===== src/rtl/disp_scan_if.sv =====
// Bus between the display scan controller and its user: scan enable, raw switch
// banks in; digit select, blanking, frame-aligned switch values and frame tick out.
interface disp_scan_if;
  logic       en;
  logic [3:0] sw0_raw;
  logic [3:0] sw1_raw;
  logic       sel;
  logic       blank;
  logic [3:0] s0;
  logic [3:0] s1;
  logic       frame_tick;

  modport master (
    output en, sw0_raw, sw1_raw,
    input  sel, blank, s0, s1, frame_tick
  );

  modport slave (
    input  en, sw0_raw, sw1_raw,
    output sel, blank, s0, s1, frame_tick
  );
endinterface


===== src/rtl/disp_scan_ctrl.sv =====
// Two-digit display scanner with blanking between select changes, plus a shared
// synchronizer/debouncer for two 4-bit switch banks whose values update once per frame.
module disp_scan_ctrl #(
  parameter int DIV       = 20000,
  parameter int BLANK     = 500,
  parameter int DB_CYCLES = 200000
) (
  input logic       clk,
  input logic       reset_n,
  disp_scan_if.slave bus
);

  localparam int PW_DIV = $clog2(DIV + 1);
  localparam int PW_BLK = $clog2(BLANK + 1);
  localparam int PW     = (PW_DIV > PW_BLK) ? PW_DIV : PW_BLK;
  localparam int DW     = $clog2(DB_CYCLES + 1);

  localparam logic [PW-1:0] DIV_LAST   = PW'(DIV - 1);
  localparam logic [PW-1:0] BLANK_LAST = PW'((BLANK > 0) ? BLANK - 1 : 0);
  localparam logic [DW-1:0] DB_LAST    = DW'(DB_CYCLES - 1);

  typedef enum logic [1:0] {SHOW0, BLANK0, SHOW1, BLANK1} state_t;

  logic [7:0]    raw_vec;
  logic [7:0]    sync1_reg, sync2_reg, prev_reg, db_reg;
  logic [DW-1:0] db_cnt_reg;

  state_t        state_reg, state_next;
  logic [PW-1:0] phase_reg, phase_next;
  logic          sel_reg, blank_reg, tick_reg;
  logic [3:0]    s0_reg, s1_reg;

  assign raw_vec = {bus.sw1_raw, bus.sw0_raw};

  always_ff @(posedge clk or negedge reset_n) begin
    if (!reset_n) begin
      sync1_reg <= '0;
      sync2_reg <= '0;
    end else begin
      sync1_reg <= raw_vec;
      sync2_reg <= sync1_reg;
    end
  end

  // Counter parks at DB_LAST while stable, so the accepted value keeps reloading harmlessly.
  always_ff @(posedge clk or negedge reset_n) begin
    if (!reset_n) begin
      prev_reg   <= '0;
      db_cnt_reg <= '0;
      db_reg     <= '0;
    end else begin
      prev_reg <= sync2_reg;
      if (sync2_reg != prev_reg) begin
        db_cnt_reg <= '0;
      end else if (db_cnt_reg == DB_LAST) begin
        db_reg <= sync2_reg;
      end else begin
        db_cnt_reg <= db_cnt_reg + 1'b1;
      end
    end
  end

  always_ff @(posedge clk or negedge reset_n) begin
    if (!reset_n) begin
      state_reg <= BLANK1;
      phase_reg <= '0;
    end else begin
      state_reg <= state_next;
      phase_reg <= phase_next;
    end
  end

  always_comb begin
    state_next = state_reg;
    phase_next = phase_reg + 1'b1;
    if (!bus.en) begin
      state_next = BLANK1;
      phase_next = '0;
    end else begin
      case (state_reg)
        SHOW0: if (phase_reg == DIV_LAST) begin
          state_next = (BLANK > 0) ? BLANK0 : SHOW1;
          phase_next = '0;
        end
        BLANK0: if (phase_reg == BLANK_LAST) begin
          state_next = SHOW1;
          phase_next = '0;
        end
        SHOW1: if (phase_reg == DIV_LAST) begin
          state_next = (BLANK > 0) ? BLANK1 : SHOW0;
          phase_next = '0;
        end
        BLANK1: if (BLANK == 0 || phase_reg == BLANK_LAST) begin
          state_next = SHOW0;
          phase_next = '0;
        end
        default: begin
          state_next = BLANK1;
          phase_next = '0;
        end
      endcase
    end
  end

  // Outputs are registered from the next state so they line up with the state register;
  // s0/s1 sample db_reg before any same-edge acceptance lands.
  always_ff @(posedge clk or negedge reset_n) begin
    if (!reset_n) begin
      sel_reg   <= 1'b0;
      blank_reg <= 1'b1;
      tick_reg  <= 1'b0;
      s0_reg    <= '0;
      s1_reg    <= '0;
    end else begin
      sel_reg   <= (state_next == SHOW1) || (state_next == BLANK1);
      blank_reg <= (state_next == BLANK0) || (state_next == BLANK1);
      tick_reg  <= (state_next == SHOW0) && (state_reg != SHOW0);
      if ((state_next == SHOW0) && (state_reg != SHOW0)) begin
        s0_reg <= db_reg[3:0];
        s1_reg <= db_reg[7:4];
      end
    end
  end

  assign bus.sel        = sel_reg;
  assign bus.blank      = blank_reg;
  assign bus.frame_tick = tick_reg;
  assign bus.s0         = s0_reg;
  assign bus.s1         = s1_reg;

endmodule


===== src/flat_wrapper.sv =====
// flat-port wrapper written by rule: the top's interface ports become plain ports
module disp_scan_ctrl_flat 
#(
  parameter int DIV       = 20000,
  parameter int BLANK     = 500,
  parameter int DB_CYCLES = 200000
)
  (clk, reset_n, bus_en, bus_sw0_raw, bus_sw1_raw, bus_sel, bus_blank, bus_s0, bus_s1, bus_frame_tick);
  disp_scan_if bus_i ();
  input logic clk;
  input logic reset_n;
  input wire logic [$bits(bus_i.en)-1:0] bus_en;
  input wire logic [$bits(bus_i.sw0_raw)-1:0] bus_sw0_raw;
  input wire logic [$bits(bus_i.sw1_raw)-1:0] bus_sw1_raw;
  output wire logic [$bits(bus_i.sel)-1:0] bus_sel;
  output wire logic [$bits(bus_i.blank)-1:0] bus_blank;
  output wire logic [$bits(bus_i.s0)-1:0] bus_s0;
  output wire logic [$bits(bus_i.s1)-1:0] bus_s1;
  output wire logic [$bits(bus_i.frame_tick)-1:0] bus_frame_tick;
  assign bus_i.en = bus_en;
  assign bus_i.sw0_raw = bus_sw0_raw;
  assign bus_i.sw1_raw = bus_sw1_raw;
  assign bus_sel = bus_i.sel;
  assign bus_blank = bus_i.blank;
  assign bus_s0 = bus_i.s0;
  assign bus_s1 = bus_i.s1;
  assign bus_frame_tick = bus_i.frame_tick;
  disp_scan_ctrl #(.DIV(DIV), .BLANK(BLANK), .DB_CYCLES(DB_CYCLES)) u_core (.clk(clk), .reset_n(reset_n), .bus(bus_i));
endmodule

===== config.mk =====
export PLATFORM = sky130hd
export DESIGN_NAME = disp_scan_ctrl_flat
export DESIGN_NICKNAME = d
export VERILOG_FILES = /design/src/rtl/disp_scan_if.sv /design/src/rtl/disp_scan_ctrl.sv /design/src/flat_wrapper.sv
export SDC_FILE = /design/constraint.sdc
export NUM_CORES = 1
export LEC_CHECK = 0
export CORE_AREA = 8 8 92 94
export CTS_BUF_LIST = sky130_fd_sc_hd__clkbuf_16
export CTS_CLUSTER_SIZE = 14
export DETAILED_ROUTE_END_ITERATION = 8
export DIE_AREA = 0 0 100 102
export HOLD_SLACK_MARGIN = 0.03
export RECOVER_POWER = 25
export SYNTH_ARGS = -nofsm -noshare
export SYNTH_HDL_FRONTEND = slang
export SYNTH_SLANG_ARGS = --single-unit

===== constraint.sdc =====
create_clock -name clk -period 4.3 [get_ports clk]
set_clock_uncertainty 0.1 [all_clocks]
set_input_delay 0.86 -clock clk [delete_from_list [all_inputs] [get_ports clk]]
set_output_delay 0.86 -clock clk [all_outputs]
set_load 0.005 [all_outputs]

# After elaboration in Yosys (flattened, before gate mapping)
# Cells that the tools add are included.
# classes
n_addsub,2
mul,0
n_div,0
n_lt_le_gt_ge,0
eq_ne,11
shifts,0
muxes,12
bitwise_logic,1
n_reduce_logical,9
# ops
cell,count
$mux 15,3
$mux 18,2
$pmux 15 s2,1
$add 18x1->18 const B,1
$eq 18x18->1 const B,1
$add 15x1->15 const B,1
$eq 15x15->1 const B,1
$eq 15x9->1 const B,1
$mux 2,5
$eq 2x2->1 const B,4
$ne 8x8->1,1
$pmux 2 s4,1
$eq 2x1->1 const B,2
$logic_not 2->1,2
$reduce_or 2->1,2
$logic_or 1x1->1,2
$ne 2x1->1 const B,1
$reduce_and 2->1,1
$reduce_bool 2->1,1
$logic_and 1x1->1,1
$not 1->1,1
# totals
regBits,78
latchBits,0
mem_bits_rw,0
rom_bits,0
input_bits,11
out_inout_bits,11
word_cells,47
n_memories,0

# Logic depth before layout (Yosys ltp)
# logic_depth
word_depth,6
mapped_depth,7
depth_no_buf,6

# Worst setup path after synthesis
# OpenSTA, ideal clock, no wires.
# synth_timing
kind,register -> register
startpoint,register u_core.state_reg[0]
endpoint,register u_core.s0_reg[0] (netlist: u_core.bus.s0[0])
setup_ps,125
arrival_ps,1809
required_time_ps,4075
slack_ps,2267
path_stages_with_launch,4
path_buffers,0
synth_period_minus_slack_ps,2033
cell_sequence,dfstp_2 or4b_4 nor4_4 mux2_2
# synth_between
elab_chain_cells,5
elab_cells_between_ends,13
classes_between,eq/ne (3); mux (6); reduce/logical (4)
# synth_rtl
element,line_no,text
from (decl),disp_scan_ctrl.sv:28,"state_t state_reg, state_next;"
from (signal assigned),disp_scan_ctrl.sv:68,state_reg <= state_next;
"$eq 2x2->1, or another cell as far along",disp_scan_ctrl.sv:80,case (state_reg)
$pmux 2 s4,disp_scan_ctrl.sv:80,
$mux 2,disp_scan_ctrl.sv:76,if (!bus.en) begin
$logic_not 2->1,disp_scan_ctrl.sv:118,if ((state_next == SHOW0) && (state_reg != SHOW0)) begin
$logic_and 1x1->1 (*),disp_scan_ctrl.sv:118,
to (signal assigned),disp_scan_ctrl.sv:119,s0_reg <= db_reg[3:0];
to (decl),disp_scan_ctrl.sv:31,"logic [3:0] s0_reg, s1_reg;"
# Every way passes the cells marked *; elsewhere a longest branch is shown, timed or not.
# A chain may end at the register's enable or synchronous reset.

# Final worst setup path
# layout_timing
startpoint,register u_core.sync2_reg[6]
endpoint,register u_core.db_reg[0]
# layout_between
elab_chain_cells,3
# layout_rtl
element,line_no,text
from (decl),disp_scan_ctrl.sv:25,"logic [7:0] sync1_reg, sync2_reg, prev_reg, db_reg;"
from (signal assigned),disp_scan_ctrl.sv:41,sync2_reg <= sync1_reg;
$ne 8x8->1,disp_scan_ctrl.sv:53,if (sync2_reg != prev_reg) begin
$not 1->1 (no line),--,
$reduce_and 2->1 (no line),--,
to (signal assigned),disp_scan_ctrl.sv:56,db_reg <= sync2_reg;
to (decl),disp_scan_ctrl.sv:25,
# Every way passes these cells.

==> metrics.log <==
INFO  metric mostFrequentLayoutCells = 75 x sky130_fd_sc_hd__dfrtp_1, 36 x sky130_fd_sc_hd__nor2_1, 25 x sky130_fd_sc_hd__xor2_1
INFO  metric cts_made_buffers = 9
INFO  metric die-width = 100 um
INFO  metric start_kind = flip-flop
INFO  metric largest_vdd_supply_drop = 0.310 mV
INFO  metric chipHeight = 102 um
INFO  metric timing.hold.worst.class = reg2reg
INFO  metric ant_nets = 0
INFO  metric cts_max_path_buffers = 2
INFO  metric final_max_slew_viol_count = 78
INFO  metric seqPwrFrac = around half
INFO  metric total_leakage_power = 1.62 nW
INFO  metric mappedNetlistArea = 3090 um^2
INFO  metric clock_latency = 0.33 ns
INFO  metric syn_avg_cell_area = roughly 13 um^2
INFO  metric grt_pass1_wl = 9560 um
INFO  metric fmaxAchievable = 419 MHz
INFO  metric first_pass_iters = 4
INFO  metric largest_register_ff_count = 18
INFO  metric clock_sink_count = 77
INFO  metric cts.clk_slew.worst_paths = approximately 0.06 ns
INFO  metric netlist.top_cell.by_area = sky130_fd_sc_hd__dfrtp_1
INFO  metric failing_checks = max-capacitance violations, max-slew violations
INFO  metric post-route-min-period = between 2 and 2.5 ns
INFO  metric post-route-cell-area = 3710 um^2
INFO  metric first_global_vias = 2006
INFO  metric netlist-cell-type-count = 37
INFO  metric finalHoldWorstSlack = 0.247 ns
INFO  metric std_cell_rows = 31
INFO  metric mostFrequentLayoutCell = sky130_fd_sc_hd__dfrtp_1
INFO  metric preCtsSetupSlack = ~1.7 ns
INFO  metric critical_path_class = reg2reg
INFO  metric slew_at_the_pin_closest_to_its_max_slew_limit = approximately 1.8 ns
INFO  metric synth_fp_nets = 259
INFO  metric internal_power_contribution = 1.21 mW
INFO  metric area.growth.synth_to_final = 20.0%
INFO  metric vias_per_instance = 4.92
INFO  metric critPathRequiredTime = 4.41 ns
INFO  metric critPathArrivalTime = 2.49 ns
INFO  metric post_cts_resized = 0
INFO  metric synth-seq-area-share = between 60% and 70%
INFO  metric netlist_instances = 246
INFO  metric outcome = finished, violations left
INFO  metric critical_path.endpoint_type = flip-flop
INFO  metric drcViolationCount = 0
INFO  metric placed_area = 3410 um^2
INFO  metric post_route_cells_drive_above_1_share = 15.4%
INFO  metric postCtsSetupBuffers = 0
INFO  metric yosysWarningCount = 0
INFO  metric maxSlewHeadroom = -22.3%
INFO  metric switching_share_of_power = 21.6%
INFO  metric power.clock.fraction = between 40% and 50%
INFO  metric timing.final.setup_violations = 0
INFO  metric grt_setup_unrepaired = false
INFO  metric initial_core_utilization = 43.8%
INFO  metric antenna_cells_inserted = 0
INFO  metric dpl.hpwl = 3470 um
INFO  metric drt_wl_total = between 5000 and 6000 um
INFO  metric gp_congestion = 0.758
INFO  metric antenna_found_initial = 0
INFO  metric synthDominantCellAreaShare = 60.7%
INFO  metric coreArea = 7060 um^2
INFO  metric root_buffer = sky130_fd_sc_hd__clkbuf_16
INFO  metric fillerInstances = 639
INFO  metric routed_wire_length_per_instance = about 14 um
INFO  metric power.switching = about 0.33 mW
INFO  metric p_comb_share = around 2.4%
INFO  metric gr-usage-all-layers = 12.1%
INFO  metric final_nets = 288
INFO  metric port_buffers = 21
INFO  metric final.setup.tns = 0 ns
INFO  metric cts_max_level = 3
INFO  metric gr-total-overflow = 0
INFO  metric fin_ws = 1.92 ns
INFO  metric power.density = 415 nW/um^2
INFO  metric critical_path_peak_fanout = 19
INFO  metric grt_start_max_net_pins = a little under 80
INFO  metric synth.ff_latch_count = 77
INFO  metric die_area = roughly 10000 um^2
INFO  metric dr.first_iter.drc_count = 41
INFO  metric dr_total_vias = 1863
INFO  metric timing.final.hold_violations = 0
INFO  metric cap_viol_max_count = 1
INFO  metric post-route-period-util = 55.4%
INFO  metric synth_area_leaders = sky130_fd_sc_hd__dfrtp_1 61%, sky130_fd_sc_hd__xor2_1 7.1%, sky130_fd_sc_hd__mux2_2 5.8%, sky130_fd_sc_hd__nor2_1 4.4%, sky130_fd_sc_hd__xnor2_1 2.8%
INFO  metric cts_tree = built
INFO  metric ios = 22
INFO  metric hold_buffers_post_cts = 0
INFO  metric final_util = a little over half
metal layers:
metal,vias up,GRT usage [%],part of all wire (%)
met5,-,0,0
met4,0,5.47,1.5
met3,4,4.90,4.4
met2,26,18.6,45
met1,922,14.7,49
li1,911,-,-
synth_stat cells, drive strengths merged:
library cell  instances
nor2                 37
o21ai                 1
and4                  3
a211oi                2
a31o                  1
mux2                 16
nand3b                1
and4b                 1
mux2i                 1
nand3                11
a21oi                 1
xnor2                10
or3                   1
nor2b                 1
dfstp                 2
nand4                 9
ha                    2
a31oi                 3
nor3b                 1
clkbuf                1
nor4                  5
nand4b                1
and3                  5
nand2                15
nor3                  4
or4b                  1
buf                   2
dfrtp                75
nor4b                 5
inv                   3
xor2                 25
path summary, 6_finish.rpt:
path	end	slack, ns	start	cells past startpoint
min in group asynchronous	u_core.prev_reg[4]	0.93	reset_n	1
worst max register to register	u_core.db_reg[0]	1.92	u_core.sync2_reg[6]	5
worst min-delay path	u_core.sync2_reg[4]	0.25	u_core.sync1_reg[4]	0
worst max-delay path	u_core.db_reg[0]	1.92	u_core.sync2_reg[6]	5
worst min register to register	u_core.sync2_reg[4]	0.25	u_core.sync1_reg[4]	0
max in group asynchronous	u_core.db_cnt_reg[17]	2.09	reset_n	1
power by group through the flow:
stage	clock network, mW	registers (mW)	logic (mW)
detailed placement	0	0.761	0.0405
global route	0.809	0.749	0.0436
finish	0.756	0.747	0.0371
floorplan	0	0.759	0.0145
global placement	0	0.760	0.0402
CTS	0.780	0.747	0.0406
critical path, stage by stage, from the launching register on:
cell and delay (ns):
sky130_fd_sc_hd__dfrtp_1 0.40, sky130_fd_sc_hd__xor2_1 0.15, sky130_fd_sc_hd__nor4_1 0.34, sky130_fd_sc_hd__nand2_1 0.54
sky130_fd_sc_hd__nor2_8 0.37, sky130_fd_sc_hd__mux2_2 0.36
area by class of cell:
| type | instances | area, um^2 | share of cell area [%] |
|---|---|---|---|
| sequential | 77 | 1930 | 52.0 |
| multi-input combinational | 163 | 1130 | 30.6 |
| clock buffer | 9 | 225 | 6.07 |
| timing repair buffer | 21 | 205 | 5.53 |
| tap | 99 | 124 | 3.34 |
| clock inverter | 7 | 80.1 | 2.16 |
| inverter | 3 | 11.3 | 0.304 |
cell families (layout without fill, tap and decap cells):
kind of cell | after synthesis | in the layout | synth area share, %
multiplexers | 17 | 17 | 6.15
flip-flops | 77 | 77 | 62.4
XOR/XNOR | 35 | 35 | 9.92
AND/OR/NAND/NOR | 101 | 101 | 17.9
AO/OA/AOI/OAI | 8 | 8 | 1.86
buffers and inverters | 6 | 40 | 0.890
adder cells (fa/ha/maj) | 2 | 2 | 0.810
stage by stage:
stage	std cells	total power, mW
2_1_floorplan	246	0.773
3_3_place_gp	363	0.800
3_5_place_dp	363	0.801
4_1_cts	379	1.57
5_1_grt	379	1.60
6_report	379	1.54
Power figures use the tool's default switching activity.
